## src/rtl/fetch_pkg.sv

```systemverilog
// Shared types and defaults for the instruction fetch front end.
package fetch_pkg;

    localparam int XLEN = 32;
    localparam logic [XLEN-1:0] RESET_PC = '0;

    // One queued instruction together with the address it was fetched from.
    typedef struct packed {
        logic [XLEN-1:0] pc;
        logic [XLEN-1:0] instr;
    } fq_entry_t;

    // Internal occupancy counters, zero-extended, for observation only.
    typedef struct packed {
        logic [7:0] count;
        logic [7:0] inflight;
        logic [7:0] drop_cnt;
    } fq_dbg_t;

endpackage

```

## src/rtl/fetch_queue_if.sv

```systemverilog
// Bus bundle between the fetch queue, instruction memory, E stage and decode.
//
// Handshakes: a transfer happens on a rising edge where valid and ready are
// both high. The request side never withdraws req_valid because of
// req_ready, and req_addr is stable while req_valid waits. Responses have no
// ready: every rsp_valid cycle is one response, returned in request order.
// Decode takes the head entry on out_valid && out_ready.
interface fetch_queue_if #(
    parameter int XLEN = 32
);
    logic            req_valid;
    logic [XLEN-1:0] req_addr;
    logic            req_ready;
    logic            rsp_valid;
    logic [XLEN-1:0] rsp_data;
    logic            redirect;
    logic [XLEN-1:0] redirect_pc;
    logic            out_valid;
    logic [XLEN-1:0] out_instr;
    logic [XLEN-1:0] out_pc;
    logic [XLEN-1:0] out_pc_plus4;
    logic            out_ready;
    fetch_pkg::fq_dbg_t dbg;

    modport master (
        output req_valid, req_addr, out_valid, out_instr, out_pc, out_pc_plus4, dbg,
        input  req_ready, rsp_valid, rsp_data, redirect, redirect_pc, out_ready
    );

    modport slave (
        input  req_valid, req_addr, out_valid, out_instr, out_pc, out_pc_plus4, dbg,
        output req_ready, rsp_valid, rsp_data, redirect, redirect_pc, out_ready
    );
endinterface

```

## src/rtl/sync_fifo.sv

```systemverilog
// Power-of-two circular buffer with push, pop and a clear that wins over both.
// No fall-through: a pushed word is readable from the following cycle.
module sync_fifo #(
    parameter int DEPTH = 4,
    parameter int WIDTH = 64
) (
    input  logic                       clk,
    input  logic                       rst,
    input  logic                       push,
    input  logic                       pop,
    input  logic                       clear,
    input  logic [WIDTH-1:0]           wdata,
    output logic [WIDTH-1:0]           rdata,
    output logic [$clog2(DEPTH+1)-1:0] count
);
    localparam int PW = $clog2(DEPTH);
    localparam int CW = $clog2(DEPTH+1);

    logic [WIDTH-1:0] mem_q [DEPTH];
    logic [WIDTH-1:0] mem_d [DEPTH];
    logic [PW-1:0]    wr_ptr_q, wr_ptr_d;
    logic [PW-1:0]    rd_ptr_q, rd_ptr_d;
    logic [CW-1:0]    count_q, count_d;

    assign rdata = mem_q[rd_ptr_q];
    assign count = count_q;

    // Next pointers, occupancy and storage contents.
    always_comb begin
        mem_d    = mem_q;
        wr_ptr_d = wr_ptr_q;
        rd_ptr_d = rd_ptr_q;
        count_d  = count_q;
        if (clear) begin
            wr_ptr_d = '0;
            rd_ptr_d = '0;
            count_d  = '0;
        end else begin
            if (push) begin
                mem_d[wr_ptr_q] = wdata;
                wr_ptr_d        = wr_ptr_q + PW'(1);
            end
            if (pop) begin
                rd_ptr_d = rd_ptr_q + PW'(1);
            end
            count_d = count_q + CW'(push) - CW'(pop);
        end
    end

    // Pointer and count registers.
    always_ff @(posedge clk) begin
        if (!rst) begin
            wr_ptr_q <= '0;
            rd_ptr_q <= '0;
            count_q  <= '0;
        end else begin
            wr_ptr_q <= wr_ptr_d;
            rd_ptr_q <= rd_ptr_d;
            count_q  <= count_d;
        end
    end

    // Storage needs no reset; count gates every read.
    always_ff @(posedge clk) begin
        mem_q <= mem_d;
    end

endmodule

```

## src/rtl/fetch_queue.sv

```systemverilog
// Fetch front end: sequential PC generation, credit-limited request issue,
// in-order response capture and stale-response dropping after a redirect.
module fetch_queue #(
    parameter int              XLEN     = fetch_pkg::XLEN,
    parameter int              DEPTH    = 4,
    parameter int              MAX_OUT  = 2,
    parameter logic [XLEN-1:0] RESET_PC = fetch_pkg::RESET_PC
) (
    input  logic          clk,
    input  logic          rst,
    fetch_queue_if.master bus
);
    import fetch_pkg::*;

    localparam int CW  = $clog2(DEPTH+1);
    localparam int IW  = $clog2(MAX_OUT+1);
    localparam int CRW = CW + IW + 1;

    logic [XLEN-1:0] fetch_pc_q, fetch_pc_d;
    logic [XLEN-1:0] resp_pc_q, resp_pc_d;
    logic [IW-1:0]   inflight_q, inflight_d;
    logic [IW-1:0]   drop_cnt_q, drop_cnt_d;
    logic [CW-1:0]   count;
    logic [CRW-1:0]  credit_used;
    logic            req_valid;
    logic            issue;
    logic            out_valid;
    logic            push;
    logic            pop;
    logic            clear;
    fq_entry_t       wr_entry;
    fq_entry_t       rd_entry;

    // Stale in-flight words still hold a credit until they come back, so they
    // are counted; ones already marked for dropping will never occupy a slot.
    // A same-cycle pop is not credited, which keeps the queue from overflowing.
    assign credit_used = CRW'(count) + CRW'(inflight_q) - CRW'(drop_cnt_q);
    assign req_valid   = rst && !bus.redirect && (inflight_q < IW'(MAX_OUT))
                         && (credit_used < CRW'(DEPTH));
    assign issue       = req_valid && bus.req_ready;
    assign out_valid   = (count != '0);

    assign bus.req_valid    = req_valid;
    assign bus.req_addr     = fetch_pc_q;
    assign bus.out_valid    = out_valid;
    assign bus.out_instr    = rd_entry.instr;
    assign bus.out_pc       = rd_entry.pc;
    assign bus.out_pc_plus4 = rd_entry.pc + XLEN'(4);
    assign bus.dbg          = {8'(count), 8'(inflight_q), 8'(drop_cnt_q)};

    // PC counters, outstanding/drop bookkeeping and queue control; a redirect
    // overrides issue, push and pop in its own cycle.
    always_comb begin
        fetch_pc_d     = fetch_pc_q;
        resp_pc_d      = resp_pc_q;
        inflight_d     = inflight_q;
        drop_cnt_d     = drop_cnt_q;
        push           = 1'b0;
        pop            = 1'b0;
        clear          = 1'b0;
        wr_entry.pc    = resp_pc_q;
        wr_entry.instr = bus.rsp_data;
        if (bus.redirect) begin
            clear      = 1'b1;
            fetch_pc_d = bus.redirect_pc;
            resp_pc_d  = bus.redirect_pc;
            inflight_d = inflight_q - IW'(bus.rsp_valid);
            drop_cnt_d = inflight_q - IW'(bus.rsp_valid);
        end else begin
            if (issue) begin
                fetch_pc_d = fetch_pc_q + XLEN'(4);
            end
            inflight_d = inflight_q + IW'(issue) - IW'(bus.rsp_valid);
            pop        = out_valid && bus.out_ready;
            if (bus.rsp_valid) begin
                if (drop_cnt_q != '0) begin
                    drop_cnt_d = drop_cnt_q - IW'(1);
                end else begin
                    push      = 1'b1;
                    resp_pc_d = resp_pc_q + XLEN'(4);
                end
            end
        end
    end

    // Control registers.
    always_ff @(posedge clk) begin
        if (!rst) begin
            fetch_pc_q <= RESET_PC;
            resp_pc_q  <= RESET_PC;
            inflight_q <= '0;
            drop_cnt_q <= '0;
        end else begin
            fetch_pc_q <= fetch_pc_d;
            resp_pc_q  <= resp_pc_d;
            inflight_q <= inflight_d;
            drop_cnt_q <= drop_cnt_d;
        end
    end

    sync_fifo #(
        .DEPTH (DEPTH),
        .WIDTH ($bits(fq_entry_t))
    ) u_fifo (
        .clk   (clk),
        .rst   (rst),
        .push  (push),
        .pop   (pop),
        .clear (clear),
        .wdata (wr_entry),
        .rdata (rd_entry),
        .count (count)
    );

    a_rsp_needs_inflight: assert property (@(posedge clk) disable iff (!rst)
        bus.rsp_valid |-> (inflight_q != '0));
    a_req_addr_aligned: assert property (@(posedge clk) disable iff (!rst)
        bus.req_addr[1:0] == 2'b00);
    a_redirect_pc_aligned: assert property (@(posedge clk) disable iff (!rst)
        bus.redirect |-> (bus.redirect_pc[1:0] == 2'b00));

endmodule

```

## src/flat_wrapper.sv

```systemverilog
// flat-port wrapper written by rule: the top's interface ports become plain ports
module fetch_queue_flat import fetch_pkg::*;
#(
    parameter int              XLEN     = fetch_pkg::XLEN,
    parameter int              DEPTH    = 4,
    parameter int              MAX_OUT  = 2,
    parameter logic [XLEN-1:0] RESET_PC = fetch_pkg::RESET_PC
)
  (clk, rst, bus_req_valid, bus_req_addr, bus_out_valid, bus_out_instr, bus_out_pc, bus_out_pc_plus4, bus_dbg, bus_req_ready, bus_rsp_valid, bus_rsp_data, bus_redirect, bus_redirect_pc, bus_out_ready);
  fetch_queue_if #(.XLEN(XLEN)) bus_i ();
  input  logic clk;
  input  logic rst;
  output wire logic [$bits(bus_i.req_valid)-1:0] bus_req_valid;
  output wire logic [$bits(bus_i.req_addr)-1:0] bus_req_addr;
  output wire logic [$bits(bus_i.out_valid)-1:0] bus_out_valid;
  output wire logic [$bits(bus_i.out_instr)-1:0] bus_out_instr;
  output wire logic [$bits(bus_i.out_pc)-1:0] bus_out_pc;
  output wire logic [$bits(bus_i.out_pc_plus4)-1:0] bus_out_pc_plus4;
  output wire logic [$bits(bus_i.dbg)-1:0] bus_dbg;
  input wire logic [$bits(bus_i.req_ready)-1:0] bus_req_ready;
  input wire logic [$bits(bus_i.rsp_valid)-1:0] bus_rsp_valid;
  input wire logic [$bits(bus_i.rsp_data)-1:0] bus_rsp_data;
  input wire logic [$bits(bus_i.redirect)-1:0] bus_redirect;
  input wire logic [$bits(bus_i.redirect_pc)-1:0] bus_redirect_pc;
  input wire logic [$bits(bus_i.out_ready)-1:0] bus_out_ready;
  assign bus_req_valid = bus_i.req_valid;
  assign bus_req_addr = bus_i.req_addr;
  assign bus_out_valid = bus_i.out_valid;
  assign bus_out_instr = bus_i.out_instr;
  assign bus_out_pc = bus_i.out_pc;
  assign bus_out_pc_plus4 = bus_i.out_pc_plus4;
  assign bus_dbg = bus_i.dbg;
  assign bus_i.req_ready = bus_req_ready;
  assign bus_i.rsp_valid = bus_rsp_valid;
  assign bus_i.rsp_data = bus_rsp_data;
  assign bus_i.redirect = bus_redirect;
  assign bus_i.redirect_pc = bus_redirect_pc;
  assign bus_i.out_ready = bus_out_ready;
  fetch_queue #(.XLEN(XLEN), .DEPTH(DEPTH), .MAX_OUT(MAX_OUT), .RESET_PC(RESET_PC)) u_core (.clk(clk), .rst(rst), .bus(bus_i));
endmodule
```

## config.mk

```make
export PLATFORM = sky130hd
export DESIGN_NAME = fetch_queue_flat
export DESIGN_NICKNAME = d
export VERILOG_FILES = /design/src/rtl/fetch_pkg.sv /design/src/rtl/fetch_queue_if.sv /design/src/rtl/sync_fifo.sv /design/src/rtl/fetch_queue.sv /design/src/flat_wrapper.sv
export SDC_FILE = /design/constraint.sdc
export NUM_CORES = 1
export LEC_CHECK = 0
export ABC_CLOCK_PERIOD_IN_PS = 5600
export CAP_MARGIN = 20
export CORE_MARGIN = 8
export CORE_UTILIZATION = 60
export DETAILED_ROUTE_END_ITERATION = 7
export DONT_BUFFER_PORTS = 1
export PLACE_DENSITY = 0.78
export SYNTH_ARGS = -nofsm -noshare
export SYNTH_HDL_FRONTEND = slang
export SYNTH_SLANG_ARGS = --single-unit
```

## constraint.sdc

```tcl
create_clock -name clk -period 5.6 [get_ports clk]
set_input_delay 0.84 -clock clk [delete_from_list [all_inputs] [get_ports clk]]
set_output_delay 0.84 -clock clk [all_outputs]
set_load 0.005 [all_outputs]
```

==> metrics, run 1 <==
Worst Skew ~0.017 ns; Most used DFF post-synth edfxtp_1; Pint 4070 uW; final worst slack 1.30 ns; Adder-Cell Fraction of Synth Area 0.0165; Worst Path Max Fanout 34; Pwr Density approximately 350 nW/um^2; CP Buf/Inv Count 1; Post-synth top cells edfxtp_1 (256), dfxtp_1 (75), xnor2_1 (67), nand2_1 (63), a21oi_1 (62); total track usage 0.198; count of hold buffers inserted by post-cts repair 0; asr flop ratio synth 0; Die Ht 168 microns; startpoint types register; H-tree depth reported by CTS 2; chip width 168 microns; WHS Path Cells 0; fin crit share 0.769; Post-Syn Instances 905; Final nets 993; Design Area, Final 15100 sq um; Synth Register Bits 331; Max Slew Vio Count 0; Critical Path Max Stage Delay roughly 0.76 ns; placed cells 1154; top post-synthesis cells by area edfxtp_1 (56%), dfxtp_1 (11%), mux4_2 (9.1%); max_cap viols 0; worst reg2reg setup slack 2.28 ns; pre-CTS setup slack 1.72 ns; Data arrival, critical path 3.46 ns; First-pass DRT Iterations 4; Hold Crit Class primary input to register; clock network power share 0.410; vias in the first global route 7576; most frequent cell after synthesis edfxtp_1; Reg power frac 0.537; final hold vios 0; FMAX ~230 MHz; capturing point of the worst reg2reg path u_core.bus.req_addr[24]; mux contribution to synthesized area 0.109; CP Capture Type output pin; EDFF count, synth 256; Sw Share 0.220; most frequent CP cell and3_1; setup TNS 0 ns; worst hold path startpoint bus_rsp_data[16]; Layout Cells excl Fill 1218; post-synth top area share 0.555; FF-to-FF path depth 8; simple-gate area share of the yosys netlist 0.0814; initial antenna violation count 2; IO Pins 224; global-route wire length before repair 44.1 mm; Slowest cell on crit path dfxtp_4; GRT Residual Overflow 0; initial DRC count 540; Post-CTS Resized 0; synthesized area per cell 15.3 sq um; Max VDD drop between 0.0002 and 0.0003 V; actual slew at the worst max-slew pin 0.951 ns; # rows 55; Clock Tree Root clkbuf_16; area grow syn2layout 8.81%; RePlAce Congestion 0.819; Num Clock Sinks 331; largest family of logic cells by synthesized area multiplexers; switching pwr 1150 uW; largest net degree at the start of global routing 72; fraction of layout cells with a size suffix above 1 0.140; DR DRC count 0; crit path kind register to output pin; clk slew on worst S/H paths 0.06 ns; port bufs 0; unrepaired setup endpoints after global routing false; complex-gate fraction of the synthesized area 0.0406; post-CTS setup buffer count 0; Detail Route Antenna Nets 0; RR Startpoint u_core.inflight_q[1]; CP Data Required Time 4.76 ns; Rel. slew slack 0.366; clk_lat worst skew 0.51 ns; yosys warns 0; clock period minus final worst setup slack 4.30 ns; sequential area share after synthesis 0.664; cts bufs inserted 35; routed len/inst 23.2 microns; Hold Path End u_core.u_fifo.mem_q[16]; die area between 20000 and 30000 sq um; initial core utilization 0.611; Distinct cells, synth 50; run status completed; Final HPWL DP 19.2 mm; Setup-failing EPs final 0; CTS tree done; vias per cell 6.12; diode count 0; Core ar. 22600 sq um; XOR/XNOR share of the synthesized area 0.0582; CTS Buffer Depth 3; CP delay by family, top simple AND/OR/NAND/NOR gates; Cell Chain, Critical Path buf_4, mux4_1, and3_1, and3_1, nand3_2, nor2_4, and4_1, xor2_1; final wirelength 28.3 mm; Vias 7457; cell taking the most area after synthesis edfxtp_1; Comb power frac 0.053; placed cell areas 14000 sq um; post-synthesis instance area 13800 sq um; Leak 0.00485 uW
[kinds of logic after synthesis]
family	Yosys count
AO/OA/AOI/OAI	105
XOR/XNOR	92
adder cells (fa/ha/maj)	17
buffers and inverters	77
flip-flops	331
multiplexers	68
other	1
AND/OR/NAND/NOR	214
[worst reg2reg max path, cell delays in order, from the launching register on]
cell and delay (ns):
dfxtp_1 0.66, fa_1 0.50, ha_1 0.28, a21oi_1 0.15, xor2_1 0.19, mux2_2 0.58, nor4b_1 0.51, mux2i_1 0.13
a31o_2 0.22
[worst max-delay path by stage]
| stage | cells past startpoint | slack, ns | startpoint | end |
|---|---|---|---|---|
| after detailed placement | 8 | 1.72 | u_core.u_fifo.rd_ptr_q[0] | bus_out_pc_plus4[26] |
| after CTS | 8 | 1.20 | u_core.u_fifo.rd_ptr_q[0] | bus_out_pc_plus4[26] |
| after floorplan | 4 | 2.11 | bus_redirect | u_core.u_fifo.mem_q[0] |
| final | 8 | 1.30 | u_core.u_fifo.rd_ptr_q[0] | bus_out_pc_plus4[27] |
| after global placement | 8 | 1.75 | u_core.u_fifo.rd_ptr_q[0] | bus_out_pc_plus4[27] |
| after global routing | 8 | 1.01 | u_core.u_fifo.rd_ptr_q[0] | bus_out_pc_plus4[26] |
[per-stage QoR]
step                       util  total power (uW)  hold WS, ns
after floorplan               -              3060        0.460
after global placement    0.618              3120        0.481
after detailed placement  0.618              3130        0.494
after CTS                 0.665              5260        0.407
after global routing      0.665              5400        0.408
final                     0.665              5230        0.425
[routing by layer]
metal	track usage	part of all wire	up-vias
met5	0	0.00078	-
met4	0.0466	0.013	4
met3	0.0664	0.098	32
met2	0.309	0.46	286
met1	0.267	0.43	3725
li1	-	-	3410
[flip-flops by register name, indices dropped and copies added (netlist names)]
name,cells
u_core.u_fifo.wr_ptr_q,2
u_core.inflight_q,2
u_core.u_fifo.count,3
u_core.u_fifo.rd_ptr_q,2
u_core.drop_cnt_q,2
u_core.bus.req_addr,32
u_core.u_fifo.mem_q,256
u_core.resp_pc_q,32
[power groups by stage]
stage               Sequential, uW  Combinational [uW]  Clock (uW)
floorplan                     2830                 232           0
global placement              2850                 270           0
detailed placement            2860                 274           0
CTS                           2810                 276        2180
global route                  2820                 305        2280
finish                        2810                 275        2140
[placed cells by master (no fill, tap or decap), types with 9 or more instances in the layout]
| master | count |
|---|---|
| edfxtp_1 | 256 |
| dfxtp_1 | 73 |
| xnor2_1 | 67 |
| clkinv_1 | 9 |
| a21oi_1 | 62 |
| ha_1 | 15 |
| inv_1 | 16 |
| nand4_1 | 14 |
| nor3_1 | 20 |
| xor2_1 | 25 |
| and3_1 | 19 |
| nand2_1 | 63 |
| o21ai_0 | 32 |
| nor2_1 | 24 |
| conb_1 | 17 |
| clkbuf_16 | 35 |
| nand3_1 | 24 |
| nor4_1 | 10 |
| mux4_2 | 56 |
[area by class of cell]
class	count	area, sq um
timing repair buffer	8	72.6
clock buffer	40	895
multi-input combinational	513	4300
inverter	17	63.8
sequential	331	9190
tap	285	357
fill	1554	7580
clock inverter	24	176
Power figures use the tool's default switching activity.
==> run 2, diff against run 1 <==
- ABC_CLOCK_PERIOD_IN_PS: 5600 -> 4350
- clock period: 5.6 -> 4.35 ns (I/O delays scaled with it)
==> run 2 against run 1 <==
  * Critical path depth down 1
  * Critical endpoint unchanged
  * Clock-buffer cell count is 5 higher
  * Clock power increased by 36%
  * Core utilization up 0.66 points
  * Design area grew 0.99%
  * Critical path type unchanged
  * Clock skew decreased by 0.0015 ns
  * Cell count up 0.49%
==> metrics, run 2 (synthesis results as in run 1) <==
port bufs 0 (unchanged); H-tree depth reported by CTS 2 (unchanged); CP delay by family, top simple AND/OR/NAND/NOR gates; clock period minus final worst setup slack around 3.8 ns; unrepaired setup endpoints after global routing false; First-pass DRT Iterations 4 (unchanged); Critical Path Max Stage Delay 0.76 ns (about the same); post-CTS setup buffer count 0 (unchanged); Hold Path End u_core.u_fifo.mem_q[154]; crit path kind register to output pin; Data arrival, critical path 3.19 ns (-0.27 ns); commonest non-fill, non-tap cells in the layout edfxtp_1 (256), dfxtp_1 (73), xnor2_1 (67); die area 28200 sq um (unchanged); DR DRC count 0 (unchanged); Die Ht 168 microns (unchanged); CTS Buffer Depth 3 (unchanged); CP Data Required Time 3.70 ns (-1.06 ns); fraction of layout cells with a size suffix above 1 0.149 (+0.00869); final worst slack 0.507 ns (-0.788 ns); RR Startpoint u_core.u_fifo.count[0]; Cell Chain, Critical Path mux4_1, and4_4, nand4_4, or2_0, nor2_4, and4_1, xor2_1; clk slew on worst S/H paths 0.06 ns (about the same); diode count 0 (unchanged); FF-to-FF path depth 9 (+1); total track usage 0.196 (-0.00232); initial core utilization 0.611 (unchanged); final hold vios 0 (unchanged); # rows 55 (unchanged); cts bufs inserted 35 (unchanged); FMAX 260 MHz; area grow syn2layout 9.89%; max_cap viols 0 (unchanged); vias per cell 6.18 (+0.95%); run status completed; routed len/inst 22.9 microns (-1.3%); actual slew at the worst max-slew pin 1.00 ns (+0.0515 ns); Max Slew Vio Count 0 (unchanged); largest net degree at the start of global routing 94 (+31%); CP Buf/Inv Count 0 (-1); setup TNS 0 ns (unchanged); Rel. slew slack 0.327 (-0.0395); Slowest cell on crit path mux4_1; Clock Tree Root clkbuf_16; Detail Route Antenna Nets 0 (unchanged); most common cell after layout, fill and taps aside edfxtp_1; GRT Residual Overflow 0 (unchanged); Hold Crit Class primary input to register; Final HPWL DP 18.7 mm (-2.2%); startpoint types register; Core ar. 22600 sq um (unchanged); Largest Register u_core.u_fifo.mem_q; Setup-failing EPs final 0 (unchanged); CTS tree done; initial antenna violation count 2 (unchanged); Leak 0.00492 uW (+1.4%); Vias 7565 (+1.4%); vias in the first global route 7583 (+0.092%); worst reg2reg setup slack 1.21 ns (-1.07 ns); Post-CTS Resized 0 (unchanged); count of hold buffers inserted by post-cts repair 0 (unchanged); Pwr Density 452 nW/um^2 (+30%); Max VDD drop 0.000298 V (+9.9%); Largest register FFs 256 (unchanged); worst hold path startpoint bus_rsp_data[26]; IO Pins 224 (unchanged); Worst Skew 0.0159 ns (-0.00152 ns); Worst Path Max Fanout 23 (-32%); global-route wire length before repair 43.3 mm (-1.8%); initial DRC count 518 (-4.1%); capturing point of the worst reg2reg path u_core.bus.req_addr[24]; clk_lat worst skew 0.51 ns (about the same); WHS Path Cells 0 (unchanged); chip width 168 microns (unchanged); fin crit share 0.883; pre-CTS setup slack 0.970 ns (-0.749 ns); Final nets 999 (+0.60%); Num Clock Sinks 331 (unchanged); CP Capture Type output pin; final wirelength 28.0 mm (-0.86%); RePlAce Congestion 0.830 (+1.4%)
==> run 2: how the worst max path moves through the flow <==
| stage | from | to | slack, ns | cells after the start |
|---|---|---|---|---|
| final | u_core.u_fifo.rd_ptr_q[0] | bus_out_pc_plus4[27] | 0.51 | 7 |
| after global routing | u_core.u_fifo.rd_ptr_q[0] | bus_out_pc_plus4[27] | 0.31 | 8 |
| after CTS | u_core.u_fifo.rd_ptr_q[0] | bus_out_pc_plus4[27] | 0.41 | 7 |
| after detailed placement | u_core.u_fifo.rd_ptr_q[0] | bus_out_pc_plus4[27] | 0.97 | 7 |
| after global placement | u_core.u_fifo.rd_ptr_q[0] | bus_out_pc_plus4[27] | 1.04 | 7 |
| after floorplan | bus_redirect | u_core.u_fifo.mem_q[0] | 1.05 | 4 |
==> run 2: power by group <==
| group | switching [uW] | internal (uW) |
|---|---|---|
| Clock | 1160 | 1740 |
| Combinational | 230 | 135 |
| Sequential | 96.0 | 3510 |
==> run 2: cell type report <==
type,count,area (sq um)
fill,1528,7430
sequential,331,9190
multi-input combinational,513,4300
clock inverter,19,195
inverter,17,63.8
clock buffer,45,955
timing repair buffer,14,143
tap,285,357
==> run 2: routing by layer <==
layer,GRT usage,vias up,part of all wire
li1,-,3419,-
met4,0.0524,4,0.017
met2,0.307,320,0.47
met3,0.0695,41,0.11
met1,0.258,3781,0.40
met5,0,-,0.00082
==> run 2: metrics by stage <==
step | cell area (sq um) | utilization | hold slack [ns] | power [uW] | instances
2_1_floorplan | 13900 | - | 0.460 | 3940 | 921
3_3_place_gp | 14100 | 0.621 | 0.477 | 4030 | 1160
3_5_place_dp | 14100 | 0.621 | 0.483 | 4040 | 1160
4_1_cts | 15200 | 0.672 | 0.215 | 6950 | 1224
5_1_grt | 15200 | 0.672 | 0.213 | 7120 | 1224
6_report | 15200 | 0.672 | 0.237 | 6880 | 1224
